### src/rtl/hist_stat_pkg.sv
// hist_stat_pkg
//   Shared definitions for the histogram accumulation stage: default bin
//   address/count widths, bin geometry, FSM state encoding and the kinds of
//   operation that travel down the read-modify-write pipeline.
package hist_stat_pkg;

  localparam int DEF_AW  = 8;
  localparam int DEF_DW  = 14;
  localparam int NBINS   = 1 << DEF_AW;
  localparam int BIN_MAX = (1 << DEF_DW) - 1;

  typedef enum logic [2:0] {
    ST_INIT,
    ST_IDLE,
    ST_ACCUM,
    ST_DRAIN,
    ST_DUMP
  } state_e;

  // OP_INC: count a pixel, OP_ZERO: power-up clear, OP_DUMP: read-out + clear
  typedef enum logic [1:0] {
    OP_INC,
    OP_ZERO,
    OP_DUMP
  } op_e;

endpackage

### src/rtl/hist_rmw_pipe.sv
// hist_rmw_pipe
//   Stage 1 of the histogram read-modify-write pipeline. An operation issued
//   in cycle t (with its RAM read launched by the caller in the same cycle)
//   is registered here and, in cycle t+1, produces the RAM write-port drive.
//   Pixel increments saturate at the all-ones count; zero and dump
//   operations write 0. The value seen as "old" comes from the previous
//   cycle's write when it hit the same bin, because the RAM returns the
//   pre-write value for a read and write to one address on the same edge.
// Ports
//   clk_i, rst_i            clock, synchronous active-high reset
//   issue_i, op_i, addr_i   operation issued this cycle
//   ram_qa_i                RAM read data for the stage-1 address
//   s1_vld_o/op_o/addr_o    stage-1 contents, for output formatting
//   old_o                   bin value before this operation (forwarded)
//   ram_ab_o/db_o/cenb_o    RAM write port, enable active-low
module hist_rmw_pipe
  import hist_stat_pkg::*;
#(
  parameter int AW = DEF_AW,
  parameter int DW = DEF_DW
) (
  input  logic          clk_i,
  input  logic          rst_i,
  input  logic          issue_i,
  input  logic [1:0]    op_i,
  input  logic [AW-1:0] addr_i,
  input  logic [DW-1:0] ram_qa_i,
  output logic          s1_vld_o,
  output logic [1:0]    s1_op_o,
  output logic [AW-1:0] s1_addr_o,
  output logic [DW-1:0] old_o,
  output logic [AW-1:0] ram_ab_o,
  output logic [DW-1:0] ram_db_o,
  output logic          ram_cenb_o
);

  localparam logic [DW-1:0] SAT_MAX = {DW{1'b1}};

  logic          s1Vld_q;
  logic [1:0]    s1Op_q;
  logic [AW-1:0] s1Addr_q;
  logic          prvVld_q;
  logic [AW-1:0] prvAddr_q;
  logic [DW-1:0] prvData_q;

  logic          fwdHit;
  logic [DW-1:0] oldVal;
  logic [DW-1:0] newVal;
  logic [DW-1:0] wrData;

  // Stage-1 registers plus a copy of the write retired last cycle, which is
  // what the forwarding compare looks at.
  always_ff @(posedge clk_i) begin
    if (rst_i) begin
      s1Vld_q   <= 1'b0;
      s1Op_q    <= OP_INC;
      s1Addr_q  <= '0;
      prvVld_q  <= 1'b0;
      prvAddr_q <= '0;
      prvData_q <= '0;
    end else begin
      s1Vld_q   <= issue_i;
      s1Op_q    <= op_i;
      s1Addr_q  <= addr_i;
      prvVld_q  <= s1Vld_q;
      prvAddr_q <= s1Addr_q;
      prvData_q <= wrData;
    end
  end

  // Forwarding select, saturating increment and write data.
  always_comb begin
    fwdHit = prvVld_q && (prvAddr_q == s1Addr_q);
    oldVal = fwdHit ? prvData_q : ram_qa_i;
    newVal = (oldVal == SAT_MAX) ? oldVal : oldVal + 1'b1;
    wrData = (s1Op_q == OP_INC) ? newVal : '0;
  end

  assign s1_vld_o   = s1Vld_q;
  assign s1_op_o    = s1Op_q;
  assign s1_addr_o  = s1Addr_q;
  assign old_o      = oldVal;
  assign ram_ab_o   = s1Addr_q;
  assign ram_db_o   = s1Vld_q ? wrData : '0;
  assign ram_cenb_o = ~s1Vld_q;

endmodule

### src/rtl/hist_stat.sv
// hist_stat
//   Histogram accumulation stage. Counts one frame of pixel values into an
//   external 256-bin two-port RAM, then streams every bin count downstream
//   while clearing it, so the RAM is ready for the next frame.
//   After reset the whole RAM is cleared once (INIT).
// Ports
//   CLK, RST                        clock, synchronous active-high reset
//   FRAME_START, FRAME_END          one-cycle frame delimiters
//   PIX_VLD, PIX_DATA               pixel stream, PIX_DATA is the bin index
//   BUSY                            high while clearing, draining or dumping
//   HIST_VLD/BIN/CNT/LAST           bin read-out stream, LAST on bin 255
//   RAM_AA, RAM_CENA, RAM_QA        RAM read port (active-low enable)
//   RAM_AB, RAM_DB, RAM_CENB        RAM write port (active-low enable)
module hist_stat
  import hist_stat_pkg::*;
#(
  parameter int AW = DEF_AW,
  parameter int DW = DEF_DW
) (
  input  logic          CLK,
  input  logic          RST,
  input  logic          FRAME_START,
  input  logic          FRAME_END,
  input  logic          PIX_VLD,
  input  logic [AW-1:0] PIX_DATA,
  output logic          BUSY,
  output logic          HIST_VLD,
  output logic [AW-1:0] HIST_BIN,
  output logic [DW-1:0] HIST_CNT,
  output logic          HIST_LAST,
  output logic [AW-1:0] RAM_AA,
  output logic          RAM_CENA,
  input  logic [DW-1:0] RAM_QA,
  output logic [AW-1:0] RAM_AB,
  output logic [DW-1:0] RAM_DB,
  output logic          RAM_CENB
);

  // The sweep counter is one bit wider than a bin address so DUMP can
  // count its trailing output cycle after the 256 read issues.
  localparam logic [AW:0] CNT_LAST_BIN = (AW+1)'((1 << AW) - 1);
  localparam logic [AW:0] CNT_TRAIL    = (AW+1)'(1 << AW);

  state_e        state_q, state_d;
  logic [AW:0]   cnt_q, cnt_d;

  logic          issue;
  logic [1:0]    issueOp;
  logic [AW-1:0] issueAddr;

  logic          s1Vld;
  logic [1:0]    s1Op;
  logic [AW-1:0] s1Addr;
  logic [DW-1:0] oldVal;
  logic          dumpOut;

  // State and sweep-counter registers.
  always_ff @(posedge CLK) begin
    if (RST) begin
      state_q <= ST_INIT;
      cnt_q   <= '0;
    end else begin
      state_q <= state_d;
      cnt_q   <= cnt_d;
    end
  end

  // Next state, read-port drive and the operation handed to the pipeline.
  // INIT and DUMP walk the bins with cnt_q; ACCUM forwards pixels.
  always_comb begin
    state_d   = state_q;
    cnt_d     = cnt_q;
    issue     = 1'b0;
    issueOp   = OP_INC;
    issueAddr = '0;
    RAM_AA    = '0;
    RAM_CENA  = 1'b1;
    BUSY      = 1'b1;
    case (state_q)
      ST_INIT: begin
        issue     = 1'b1;
        issueOp   = OP_ZERO;
        issueAddr = cnt_q[AW-1:0];
        if (cnt_q == CNT_LAST_BIN) begin
          state_d = ST_IDLE;
          cnt_d   = '0;
        end else begin
          cnt_d = cnt_q + 1'b1;
        end
      end
      ST_IDLE: begin
        BUSY = 1'b0;
        if (FRAME_START) begin
          state_d = ST_ACCUM;
        end
      end
      ST_ACCUM: begin
        BUSY = 1'b0;
        if (PIX_VLD) begin
          issue     = 1'b1;
          issueOp   = OP_INC;
          issueAddr = PIX_DATA;
          RAM_AA    = PIX_DATA;
          RAM_CENA  = 1'b0;
        end
        if (FRAME_END) begin
          state_d = ST_DRAIN;
        end
      end
      ST_DRAIN: begin
        state_d = ST_DUMP;
        cnt_d   = '0;
      end
      ST_DUMP: begin
        if (cnt_q == CNT_TRAIL) begin
          state_d = ST_IDLE;
          cnt_d   = '0;
        end else begin
          issue     = 1'b1;
          issueOp   = OP_DUMP;
          issueAddr = cnt_q[AW-1:0];
          RAM_AA    = cnt_q[AW-1:0];
          RAM_CENA  = 1'b0;
          cnt_d     = cnt_q + 1'b1;
        end
      end
      default: begin
        state_d = ST_INIT;
        cnt_d   = '0;
      end
    endcase
  end

  hist_rmw_pipe #(
    .AW(AW),
    .DW(DW)
  ) u_pipe (
    .clk_i      (CLK),
    .rst_i      (RST),
    .issue_i    (issue),
    .op_i       (issueOp),
    .addr_i     (issueAddr),
    .ram_qa_i   (RAM_QA),
    .s1_vld_o   (s1Vld),
    .s1_op_o    (s1Op),
    .s1_addr_o  (s1Addr),
    .old_o      (oldVal),
    .ram_ab_o   (RAM_AB),
    .ram_db_o   (RAM_DB),
    .ram_cenb_o (RAM_CENB)
  );

  // A dump entry in stage 1 is the read-out cycle for that bin; its clear
  // write goes out on the RAM write port in the same cycle.
  assign dumpOut   = s1Vld && (s1Op == OP_DUMP);
  assign HIST_VLD  = dumpOut;
  assign HIST_BIN  = dumpOut ? s1Addr : '0;
  assign HIST_CNT  = dumpOut ? oldVal : '0;
  assign HIST_LAST = dumpOut && (s1Addr == '1);

endmodule
### config.mk
export PLATFORM = sky130hd
export DESIGN_NAME = hist_stat
export DESIGN_NICKNAME = d
export VERILOG_FILES = /design/src/rtl/hist_stat_pkg.sv /design/src/rtl/hist_rmw_pipe.sv /design/src/rtl/hist_stat.sv
export SDC_FILE = /design/constraint.sdc
export NUM_CORES = 1
export LEC_CHECK = 0
export ABC_AREA = 1
export ABC_CLOCK_PERIOD_IN_PS = 2950
export BUFFER_PORTS_ARGS = -buffer_cell sky130_fd_sc_hd__buf_2
export CORE_ASPECT_RATIO = 1.25
export CORE_MARGIN = 4
export CORE_UTILIZATION = 30
export DETAILED_ROUTE_END_ITERATION = 10
export SLEW_MARGIN = 20
export SYNTH_ARGS = -nofsm -noshare
export SYNTH_HDL_FRONTEND = slang
export SYNTH_SLANG_ARGS = --single-unit
### constraint.sdc
create_clock -name CLK -period 2.95 [get_ports CLK]
set_input_delay 0.295 -clock CLK [delete_from_list [all_inputs] [get_ports CLK]]
set_output_delay 0.295 -clock CLK [all_outputs]
set_load 0.005 [all_outputs]
==> load_flow_metrics.sql <==
INSERT INTO impl_metrics (metric_group, metric, value, unit) VALUES
('cells_and_area', 'n_antenna_cell', '0', ''),
('synthesis', 'synth-simple-area-share', '42.9', '%'),
('timing', 'final-setup-viol-count', '0', ''),
('timing', 'slew_headroom', '45.9', '%'),
('global_route', 'grt.met3_usage', '3.18', '%'),
('die', 'floorplan.core_area', '0.00956', 'mm²'),
('routing', 'num_vias', '3205', ''),
('setup_path', 'r2r_cells', '16', ''),
('global_route', 'initial_antenna_violation_count', '0', ''),
('synthesis', 'synth_cell_types', '35', ''),
('die', 'std_cell_rows', '40', ''),
('die', 'floorplan.die.width', '96.4', 'µm'),
('cts', 'cts_tree', 'yes', ''),
('cells_and_area', 'final_core_util', '40.7', '%'),
('synthesis', 'synth_compound_gate_area_share', '9.90', '%'),
('die', 'initial_core_util', '30.7', '%'),
('power_and_ir_drop', 'power.static_leakage', '1.94', 'nW'),
('routing', 'postRouteWirelength', '9350', 'µm'),
('synthesis', 'post_syn_area_per_cell', '6.28', 'µm²'),
('synthesis', 'synth_seq_area_share', '31.4', '%'),
('timing', 'finalHoldViolations', '0', ''),
('power_and_ir_drop', 'power_per_cell_area', '709', 'mW/mm²'),
('synthesis', 'synthesis.nets', '499', ''),
('routing', 'per_cell_via_count_in_the_routed_design', '4.67', ''),
('timing', 'layout_min_cycle_time', '2.79', 'ns'),
('timing', 'achievable-frequency', '0.359', 'GHz'),
('die', 'floorplan.io_pins', '84', ''),
('synthesis', 'synth_fa_ha_area_share', '2.13', '%'),
('power_and_ir_drop', 'vdd_ir_max', '352', 'µV'),
('setup_path', 'worstSetupPathType', 'reg -> out', ''),
('timing', 'skew', '0.00674', 'ns'),
('global_route', 'grt_pass1_wl', '14700', 'µm'),
('timing', 'tightest_slew', '0.811', 'ns'),
('timing', 'crit_path_setup_slack_layout', '0.164', 'ns'),
('global_route', 'globalRouteOverflowTotal', '0', ''),
('cts', 'number_of_buffers_added_by_the_clock_tree_synthesis_step', '5', ''),
('worst_hold_path', 'hp-class', 'in -> reg', ''),
('worst_hold_path', 'count_of_cells_along_the_worst_hold_path', '3', ''),
('routing', 'drc', '0', ''),
('synthesis', 'postSynthCellCount', '467', ''),
('routing', 'first_iter_violations', '113', ''),
('cells_and_area', 'drive_gt1_share', '33.9', '%'),
('setup_path', 'crit_path_arrival_time', '2.49', 'ns'),
('status', 'outcome', 'complete, no violations', ''),
('cts', 'cts-root-to-sink-buffers', '2', ''),
('routing', 'route.detailed.wl_per_inst', '13.6', 'µm'),
('power_and_ir_drop', 'finalPower', '0.00276', 'W'),
('cts', 'clk_root_buffer_cell', 'clkbuf_16', ''),
('place', 'dp_slack', '0.142', 'ns'),
('cts', 'clock_transition_at_path_regs', '0.07', 'ns'),
('routing', 'drt_first_pass_iters', '4', ''),
('timing', 'report.final.slew_viol_count', '0', ''),
('global_route', 'global_route.peak_usage_layer', 'met2', ''),
('timing', 'hold_slack', '0.310', 'ns'),
('cts', 'clock_insertion_delay_worst_skew', '0.29', 'ns'),
('cells_and_area', 'register_area', '931', 'µm²'),
('synthesis', 'synth.ff_latch_count', '46', ''),
('synthesis', 'post_synthesis_mux_area_share', '0', '%'),
('place', 'dp_hpwl', '7100', 'µm'),
('timing', 'grt_setup_unrepaired', 'true', ''),
('global_route', 'grt_max_degree', '37', ''),
('cells_and_area', 'nNetsFinal', '592', ''),
('setup_path', 'critPathCaptureType', 'output pin', ''),
('cells_and_area', 'multi_input_comb_area', '0.00178', 'mm²'),
('global_route', 'globalRouteMet1Util', '17.9', '%'),
('global_route', 'first_global_vias', '3122', ''),
('die', 'die_h', '119', 'µm'),
('setup_path', 'timing.critical_path.fanout_max', '6', ''),
('place', 'gp_congestion', '0.941', ''),
('die', 'die_area', '0.0114', 'mm²'),
('cells_and_area', 'final.fill_count', '1028', '');
## sequential cells by signal, indices dropped and copies added, names as in the netlist
register,count
u_pipe.s1_vld_o,1
u_pipe.ram_ab_o,8
u_pipe.prvData_q,14
state_q,3
u_pipe.prvAddr_q,8
cnt_q,9
u_pipe.s1_op_o,2
u_pipe.prvVld_q,1
## layout make-up
cell class                 count  area share [%]
clock buffer                   5            3.21
timing repair buffer         100            14.7
sequential                    46            23.9
tap                          126            4.05
inverter                      76            7.65
multi-input combinational    331            45.8
clock inverter                 3           0.739
## worst max-delay path, cell delays in order, from the launching register on
cell     delay, ns
dfxtp_2       0.36
inv_1         0.08
nand2_2       0.07
nand3_2       0.09
inv_1         0.07
nand2_1       0.08
nor2_4        0.17
buf_12        0.14
nand3_2       0.08
nand2_4       0.11
nand2_2       0.07
inv_2         0.05
nand2_2       0.06
nor2_4        0.23
nand2_4       0.14
nand2_2       0.10
nand3_2       0.07
nor2_2        0.12
buf_2         0.12
## metal layers
metal  vias to the layer above  part of all wire (%)
li1                       1649                     -
met3                        22                   6.2
met4                         0                   2.4
met2                       106                    52
met1                      1428                    39
met5                         -                     0
## report_power, final
part	internal [W]	total [W]	switching, W
clock	0.000325	0.000586	0.000261
sequential	0.000730	0.000798	0.0000685
combinational	0.000487	0.00138	0.000889
total	0.00154	0.00276	0.00122
## cells by family after synthesis
kind of cell,Yosys count
adder cells (fa/ha/maj),5
flip-flops,46
AO/OA/AOI/OAI,48
AND/OR/NAND/NOR,274
XOR/XNOR,3
buffers and inverters,91
## timing repair
item                       CTS  global route
setup endpoints to repair   13            14
buffers inserted             1             8
pin swaps                    1            15
cloned                       0             1
gates resized for setup      2            47
## cells in the final DEF, fill, tap and decap left out, types with 5 or more instances in the layout
cell       netlist  routed
clkbuf_16        0       5
a21oi_1         14      14
nand2_4          0       6
nand2_1         98      88
nor2_2           2       9
dfxtp_2          0       5
o21ai_0         17      17
inv_2            8       9
buf_4            1      13
inv_1           65      64
nand3_2         10      12
nand4_1          5       5
nand3_1         33      29
nor2_4           4       5
o21ai_2          7       7
nor3_1           8       8
nand2_2         16      20
dfxtp_1         46      40
nor2_1          93      85
buf_2            1      83
## path summary, 6_finish.rpt
kind	endpoint	slack (ns)	start
max	RAM_DB[0]	0.16	u_pipe.ram_ab_o[0]
min	u_pipe.ram_ab_o[3]	0.31	PIX_DATA[3]
max reg2reg	cnt_q[5]	0.73	cnt_q[0]
min reg2reg	u_pipe.prvAddr_q[5]	0.47	u_pipe.ram_ab_o[5]
## per-stage QoR
step | area [µm²] | setup TNS (ns) | instances
2_1_floorplan | 2930 | 0 | 467
3_3_place_gp | 3480 | 0 | 669
3_5_place_dp | 3480 | 0 | 669
4_1_cts | 3660 | 0 | 678
5_1_grt | 3890 | -0.0790 | 687
6_report | 3890 | 0 | 687
## cell usage after synthesis (all sizes together)
| cell type | n | area, µm² |
|---|---|---|
| clkinv | 3 | 17.5 |
| xor2 | 3 | 26.3 |
| a21oi | 14 | 70.1 |
| o22ai | 2 | 12.5 |
| o21ai | 26 | 156 |
| o221ai | 1 | 8.76 |
| nor3 | 8 | 40.0 |
| nand4 | 5 | 31.3 |
| nand3b | 2 | 15.0 |
| nand2 | 114 | 468 |
| dfxtp | 46 | 921 |
| o211ai | 2 | 15.0 |
| nor2 | 99 | 407 |
| inv | 73 | 274 |
| ha | 5 | 62.6 |
| nand3 | 44 | 283 |
| a21boi | 2 | 18.8 |
| buf | 6 | 50.0 |
| clkbuf | 9 | 33.8 |
| a221oi | 1 | 8.76 |
| nor4 | 2 | 12.5 |
(Power assumes the default switching activity.)
